`src/rtl/fpga_cmd_rx.sv`:
```
// rtl/fpga_cmd_rx.sv - SPI-style command frame receiver with register decode
//
// Purpose: receives CMD_W+DATA_W bit frames (MSB first) on an asynchronous
// ncs/spck/mosi link. Frames are oversampled in the clk domain, then decoded
// into configuration registers when ncs is released.
//
// Ports:
//   clk        in   system clock, rising edge
//   reset      in   synchronous reset, active-high
//   ncs        in   chip select, active-low, asynchronous
//   spck       in   serial clock, asynchronous
//   mosi       in   serial data, captured on spck rising edge
//   conf_reg   out  last committed configuration word   (cmd 0x1)
//   divisor    out  last committed clock divisor        (cmd 0x2)
//   threshold  out  last committed edge threshold       (cmd 0x3)
//   trace_en   out  last committed trace enable         (cmd 0x4)
//   cmd_valid  out  one-cycle pulse per accepted frame
//   cmd_code   out  command field of last accepted frame
//   frame_err  out  one-cycle pulse per rejected frame

module fpga_cmd_rx #(
  parameter int CMD_W  = 4,
  parameter int DATA_W = 12
) (
  input  logic              clk,
  input  logic              reset,
  input  logic              ncs,
  input  logic              spck,
  input  logic              mosi,
  output logic [DATA_W-1:0] conf_reg,
  output logic [7:0]        divisor,
  output logic [7:0]        threshold,
  output logic              trace_en,
  output logic              cmd_valid,
  output logic [CMD_W-1:0]  cmd_code,
  output logic              frame_err
);

  localparam int         FRAME_W = CMD_W + DATA_W;
  localparam logic [4:0] LEN     = 5'(FRAME_W);
  localparam logic [4:0] LEN_OVR = 5'(FRAME_W + 1);

  typedef enum logic [1:0] {IDLE, SHIFT, COMMIT} state_t;

  // [0],[1] form the synchronizer; [2] is the delayed copy used for edges.
  logic [2:0] ncs_q, spck_q;
  logic [1:0] mosi_q;

  state_t               state_q, state_d;
  logic [FRAME_W-1:0]   shreg_q, shreg_d;
  logic [4:0]           count_q, count_d;
  logic [DATA_W-1:0]    conf_q, conf_d;
  logic [7:0]           div_q, div_d;
  logic [7:0]           thr_q, thr_d;
  logic                 trace_q, trace_d;
  logic                 valid_q, valid_d;
  logic                 err_q, err_d;
  logic [CMD_W-1:0]     code_q, code_d;

  logic                 ncs_fall, ncs_rise, spck_rise, mosi_s;
  logic [CMD_W-1:0]     cmd_field;

  assign ncs_fall  = ncs_q[2] & ~ncs_q[1];
  assign ncs_rise  = ~ncs_q[2] & ncs_q[1];
  assign spck_rise = ~spck_q[2] & spck_q[1];
  assign mosi_s    = mosi_q[1];
  assign cmd_field = shreg_q[FRAME_W-1 -: CMD_W];

  // Reset values match the idle line levels so leaving reset makes no edge.
  always_ff @(posedge clk) begin
    if (reset) begin
      ncs_q  <= 3'b111;
      spck_q <= 3'b111;
      mosi_q <= 2'b00;
    end else begin
      ncs_q  <= {ncs_q[1:0], ncs};
      spck_q <= {spck_q[1:0], spck};
      mosi_q <= {mosi_q[0], mosi};
    end
  end

  always_ff @(posedge clk) begin
    if (reset) begin
      state_q <= IDLE;
      shreg_q <= '0;
      count_q <= '0;
      conf_q  <= '0;
      div_q   <= '0;
      thr_q   <= 8'd127;
      trace_q <= 1'b0;
      valid_q <= 1'b0;
      err_q   <= 1'b0;
      code_q  <= '0;
    end else begin
      state_q <= state_d;
      shreg_q <= shreg_d;
      count_q <= count_d;
      conf_q  <= conf_d;
      div_q   <= div_d;
      thr_q   <= thr_d;
      trace_q <= trace_d;
      valid_q <= valid_d;
      err_q   <= err_d;
      code_q  <= code_d;
    end
  end

  always_comb begin
    state_d = state_q;
    shreg_d = shreg_q;
    count_d = count_q;
    conf_d  = conf_q;
    div_d   = div_q;
    thr_d   = thr_q;
    trace_d = trace_q;
    valid_d = 1'b0;
    err_d   = 1'b0;
    code_d  = code_q;
    case (state_q)
      IDLE: begin
        if (ncs_fall) begin
          state_d = SHIFT;
          shreg_d = '0;
          count_d = '0;
        end
      end
      SHIFT: begin
        // An spck edge seen together with ncs release belongs to no frame.
        if (ncs_rise) begin
          state_d = COMMIT;
        end else if (spck_rise) begin
          // Bits past the frame length only push the counter to the
          // overrun value so the frame is rejected; shreg keeps the frame.
          if (count_q < LEN) shreg_d = {shreg_q[FRAME_W-2:0], mosi_s};
          if (count_q != LEN_OVR) count_d = count_q + 5'd1;
        end
      end
      COMMIT: begin
        state_d = IDLE;
        if (count_q == LEN) begin
          valid_d = 1'b1;
          code_d  = cmd_field;
          case (cmd_field)
            CMD_W'(1): conf_d  = shreg_q[DATA_W-1:0];
            CMD_W'(2): div_d   = shreg_q[7:0];
            CMD_W'(3): thr_d   = shreg_q[7:0];
            CMD_W'(4): trace_d = shreg_q[0];
            default: begin
              valid_d = 1'b0;
              code_d  = code_q;
              err_d   = 1'b1;
            end
          endcase
        end else begin
          err_d = 1'b1;
        end
      end
      default: state_d = IDLE;
    endcase
  end

  assign conf_reg  = conf_q;
  assign divisor   = div_q;
  assign threshold = thr_q;
  assign trace_en  = trace_q;
  assign cmd_valid = valid_q;
  assign cmd_code  = code_q;
  assign frame_err = err_q;

endmodule
```
`config.mk`:
```
export PLATFORM = sky130hd
export DESIGN_NAME = fpga_cmd_rx
export DESIGN_NICKNAME = d
export VERILOG_FILES = /design/src/rtl/fpga_cmd_rx.sv
export SDC_FILE = /design/constraint.sdc
export NUM_CORES = 1
export LEC_CHECK = 0
export CORE_UTILIZATION = 54
export CTS_CLUSTER_SIZE = 20
export DETAILED_ROUTE_END_ITERATION = 8
export GPL_TIMING_DRIVEN = 0
export PLACE_DENSITY_LB_ADDON = 0.25
export SYNTH_ARGS = -nofsm -noshare
export SYNTH_HDL_FRONTEND = slang
export SYNTH_SLANG_ARGS = --single-unit
```
`constraint.sdc`:
```
create_clock -name clk -period 3.4 [get_ports clk]
set_input_delay 0.68 -clock clk [delete_from_list [all_inputs] [get_ports clk]]
set_output_delay 0.68 -clock clk [all_outputs]
set_load 0.02 [all_outputs]
```
Yosys cells after proc, flatten, opt, wreduce, memory -nomap -nowiden
Index checks and enable logic that the tools add are counted.
{"block": "classes", "add_sub_neg": 1, "magnitude_cmp": 1, "eq_ne": 14, "n_mux": 16, "bitwise_logic": 8, "reduce_logical": 13}
{"cell": "$mux 16", "n": 4}
{"cell": "$pmux 16 s2", "n": 1}
{"cell": "$mux 5", "n": 4}
{"cell": "$reduce_and 3->1", "n": 5}
{"cell": "$ne 2x2->1 const B", "n": 6}
{"cell": "$pmux 5 s2", "n": 1}
{"cell": "$reduce_and 5->1", "n": 2}
{"cell": "$eq 4x2->1 const B", "n": 2}
{"cell": "$add 5x1->5 const B", "n": 1}
{"cell": "$eq 5x5->1 const B", "n": 1}
{"cell": "$lt 5x5->1 const B", "n": 1}
{"cell": "$ne 5x5->1 const B", "n": 1}
{"cell": "$not 1->1", "n": 5}
{"cell": "$eq 4x1->1 const B", "n": 1}
{"cell": "$eq 4x3->1 const B", "n": 1}
{"cell": "$mux 2", "n": 2}
{"cell": "$pmux 2 s2", "n": 1}
{"cell": "$reduce_or 4->1", "n": 1}
{"cell": "$and 1x1->1", "n": 3}
{"cell": "$mux 1", "n": 3}
{"cell": "$reduce_or 3->1", "n": 1}
{"cell": "$eq 2x1->1 const B", "n": 1}
{"cell": "$eq 2x2->1 const B", "n": 1}
{"cell": "$logic_not 2->1", "n": 1}
{"cell": "other kinds (3)", "n": 3}
{"block": "totals", "regBits": 66, "input_bits": 5, "out_inout_bits": 35, "wordCells": 66}

Logic depth before layout (Yosys ltp)
{"block": "logic_depth", "ltp_word": 5, "ltp_mapped": 7, "depth_no_buf": 6}

Worst setup path before layout
No wires, ideal clock.
{"block": "synth_path", "path_type": "input to register", "from": "input port reset", "to": "register code_q[1] (netlist: cmd_code[1])", "setup_ns": 0.058, "arrival_ns": 1.496, "required_ns": 3.342, "setup_slack_ns": 1.847, "cell_stages": 6, "path_buffers": 2, "path_cell_list": "buf_6 inv_2 clkbuf_1 nand2_1 nor3_1 a31o_2"}
{"item": "from (decl)", "line_no": "26", "text": "input logic reset,"}
{"item": "to (signal assigned)", "line_no": "104", "text": "code_q <= code_d;"}
{"item": "to (decl)", "line_no": "58", "text": "logic [CMD_W-1:0] code_q, code_d;"}

Final worst setup path
{"block": "layout_path", "from": "register div_q[1] (netlist: divisor[1])", "to": "output port divisor[1]"}
{"item": "from (decl)", "line_no": "53", "text": "logic [7:0] div_q, div_d;"}
{"item": "from (signal assigned)", "line_no": "99", "text": "div_q <= div_d;"}
{"item": "to (decl)", "line_no": "31", "text": "output logic [7:0] divisor,"}
No word-level cell between the ends.

==> impl_summary.txt <==
----------------------------------------------------
[Setup path]
  Worst path cell trace ... clkdlybuf4s50_1
  Worst-path maximum fanout ... 2
  Slowest cell on the critical path ... sky130_fd_sc_hd__clkdlybuf4s50_1
  Arr. time, crit path ... 1.33 ns
  Stage delay of the slowest cell on the critical path ... 0.61 ns
  Source of the critical timing path ... divisor[1]
  Buffers & Inverters on Critical Path ... 1
  Worst reg2reg path startpoint ... count_q[4]
  Classification of the worst setup path ... reg2out
  Required arrival time at the worst endpoint ... 2.72 ns
  Type of destination of the critical path ... output port
  Startpoint type of the worst setup path ... flip-flop
  Largest delay share family, worst path ... buffers and inverters

[Place]
  DPL Wire Length ... 3.97 mm
  Placed instance count ... 372
  GPL Wtd Cong ... 0.847
  Count of input and output buffers ... 38
  Worst setup timing slack at the placement stage ... 1.61 ns

[Synthesis]
  Number of nets produced by synthesis ... 275
  Xor and xnor fraction of the mapped netlist area ... 0.00650
  Number of enable-type register cells in the synthesized netlist ... 0
  Synthesized netlist cell count ... 267
  Warnings, synthesis ... 0
  Simple-gate portion of the synthesized area ... 0.196
  Post-synth design cell area ... 2700 um2
  Synthesized-area fraction occupied by ao, oa, aoi and oai cells ... 0.170
  Share of Yosys cell area claimed by the top area cell type ... 0.490
  Proportion of synthesized area in mux cells ... 0.0594
  Average instance area after synthesis ... 10.1 um2
  Share of synthesized registers carrying an async set or reset ... 0
  Main synth FF type ... sky130_fd_sc_hd__dfxtp_1
  Leading area contributor after synthesis ... sky130_fd_sc_hd__dfxtp_1
  Sequential element share of the synthesized area ... 0.490
  Cells taking the most area after synthesis ... sky130_fd_sc_hd__dfxtp_1 (49%), sky130_fd_sc_hd__mux2i_1 (5.9%), sky130_fd_sc_hd__a41o_1 (5.2%)
  Adder-cell area share of the yosys netlist ... 0.0139
  Number of flip-flops and latches in the synthesized netlist ... 66
  Number of different library cells in the post-synthesis netlist ... 47
  Largest family of logic cells by synthesized area ... simple AND/OR/NAND/NOR gates

[Pwr]
  Proportion of power drawn by the clock network ... 0.481
  Power Dens Cells ... 472 nW/um2
  Switching power of the nets ... 338 uW
  Worst-case vdd ir drop ... 0.311 mV
  Leakage power of the design ... 0.00139 uW
  Sequential fraction of design power ... 0.486
  Net switching fraction of the power ... 0.211
  Part of the power in combinational logic ... 0.033
  Cell internal pwr ... 1270 uW

[STA]
  Setup repair after global routing missed its margin ... false
  Max-slew violation total from the final report ... 0
  Count of endpoints failing setup in the final report ... 0
  Crit share post-route ... 0.590
  Max frequency ... 499 MHz
  Clock Skews ... 0.00898 ns
  Count of endpoints failing hold in the final timing report ... 0
  Total negative setup slack ... 0 ns
  Slew Limit Headroom ... 0.666
  Post-layout minimum cycle time ... 2.01 ns
  Slew of the pin with the lowest slew margin ... 0.500 ns
  Post-layout worst setup margin ... 1.39 ns

[Flow run]
  Max cap viols ... 0

[Global route]
  Layer carrying the most global-route usage ... met2
  Pin count of the biggest net entering global routing ... 12
  First-pass GRT wire length ... 9.34 mm
  Aggregate global-route resource usage ... 0.239
  Fraction of met3 tracks used by global routing ... 0.0483
  Global routing usage on met2 ... 0.388
  Remaining Overflow, GRT ... 0
  Via count of the first global-routing pass ... 2031
  Global routing met1 resource utilization ... 0.292
  Number of antenna violations at the first check in global routing ... 0

[Die]
  Area inside the core boundary ... 4750 um2
  Number of cell rows ... 25
  Die area ... 5280 um2
  Count of pins on the block boundary ... 40
  Chip height ... 72.6 um
  Starting Density ... 0.567
  Width of the chip ... 72.6 um

[Finish]
  Number of non-filler instances in the completed layout ... 388
  ANT cells ... 0
  Area delta synth->final ... 26.0%
  Register Area ... 1320 um2
  Share of final-layout standard cells stronger than drive strength 1 ... 0.134
  Combined area of the multi-input logic cells ... 1200 um2
  Number of nets in the finished design ... 324
  Flip-flop count of the largest register after layout ... 16
  Filler cell count ... 385

[Route]
  Router iterations before antenna repair ... 4
  Wirelength per Cell ... 14.9 um
  Number of nets with antenna violations after detailed routing ... 0
  Per-cell via count in the routed design ... 5.61
  Sum of routed wire length over all layers ... 5.78 mm
  First DRT Iteration DRCs ... 159
  DRC violation count after routing ... 0
  Total vias in the final route ... 2176

[CTS]
  Clock-pin slew of the registers on the worst-case setup and hold paths ... 0.07 ns
  Maximum level of the CTS H-tree ... 3
  TritonCTS clock tree ... built
  Buffers inserted during post-CTS setup optimization ... 0
  Post-CTS Hold Fix Bufs ... 0
  Total CTS buffers ... 9
  Number of gates resized after cts ... 0
  Library cell used as clock root buffer ... sky130_fd_sc_hd__clkbuf_8
  Number of sinks handled by clock tree synthesis ... 66
  Maximum number of buffers from clock root to sink ... 2
  Later-pin clock latency in the skew report ... 0.36 ns

[Worst hold path]
  Min-Delay Path Class ... reg2reg
  Worst hold start ... ncs_q[0]

[Outcome]
  Outcome ... finished clean

----------------------------------------------------
synthesized netlist by cell type, types with 4 or more instances:
cell / n
sky130_fd_sc_hd__o211a_1: 6
sky130_fd_sc_hd__nor3_1: 12
sky130_fd_sc_hd__a41o_1: 14
sky130_fd_sc_hd__clkbuf_1: 9
sky130_fd_sc_hd__o21ai_0: 8
sky130_fd_sc_hd__mux2i_1: 16
sky130_fd_sc_hd__nor2b_1: 5
sky130_fd_sc_hd__or2_2: 6
sky130_fd_sc_hd__and2_1: 4
sky130_fd_sc_hd__nand2_1: 13
sky130_fd_sc_hd__nor2_1: 26
sky130_fd_sc_hd__a21oi_1: 17
sky130_fd_sc_hd__dfxtp_1: 66
sky130_fd_sc_hd__nand3_1: 11
stage by stage:
| step | hold slack, ns | utilization | power [uW] | area [um2] |
|---|---|---|---|---|
| 2_1_floorplan | 0.389 | - | 833 | 2700 |
| 3_5_place_dp | 0.394 | 0.664 | 850 | 3160 |
| 6_report | 0.416 | 0.714 | 1600 | 3400 |
| 4_1_cts | 0.414 | 0.714 | 1610 | 3400 |
| 3_3_place_gp | 0.393 | 0.664 | 849 | 3160 |
| 5_1_grt | 0.451 | 0.714 | 1640 | 3400 |
final cells by class:
cell class              count  area share
plain buffers              20      0.0464
clock buffers              12      0.0486
clock inverters             4      0.0214
inverters                   4     0.00442
multi-input cells         177       0.354
flip-flops and latches     66       0.389
well taps                  67      0.0247
repair buffers             38       0.112
metal layers:
layer / share of wire / routed length, um
met5: 0 / 0
met4: 0.024 / 137
met3: 0.038 / 220
met2: 0.47 / 2730
met1: 0.47 / 2700
worst paths after layout:
kind	to	slack [ns]	depth (start not counted)
worst max-delay path	divisor[1]	1.39	1
worst min-delay path	ncs_q[1]	0.42	1
worst max register to register	threshold[6]	1.55	5
worst min register to register	ncs_q[1]	0.42	1
power groups by stage:
| stage | clock network [uW] | logic [uW] | registers [uW] |
|---|---|---|---|
| after floorplan | 0 | 36.7 | 797 |
| after global placement | 0 | 51.8 | 797 |
| after detailed placement | 0 | 52.8 | 797 |
| after CTS | 775 | 53.1 | 779 |
| after global routing | 805 | 57.8 | 779 |
| final | 772 | 53.2 | 779 |
logic make-up (layout without fill, tap and decap cells):
group | Yosys count | in the layout
compound gates | 60 | 60
xor+xnor | 2 | 2
fa+ha+maj | 3 | 3
buf+inv | 24 | 78
flops | 66 | 66
mux | 16 | 16
simple gates | 96 | 96
placed cells by master, fill, tap and decap left out, types with 8 or more instances in the layout:
master                             n
sky130_fd_sc_hd__dfxtp_1          66
sky130_fd_sc_hd__clkbuf_1          9
sky130_fd_sc_hd__mux2i_1          16
sky130_fd_sc_hd__o21ai_0           8
sky130_fd_sc_hd__nand3_1          11
sky130_fd_sc_hd__a41o_1           14
sky130_fd_sc_hd__nor3_1           12
sky130_fd_sc_hd__a21oi_1          17
sky130_fd_sc_hd__clkdlybuf4s50_1  38
sky130_fd_sc_hd__nor2_1           26
sky130_fd_sc_hd__clkbuf_8         12
sky130_fd_sc_hd__nand2_1          13
No activity file was read; power rests on OpenSTA's default activity.
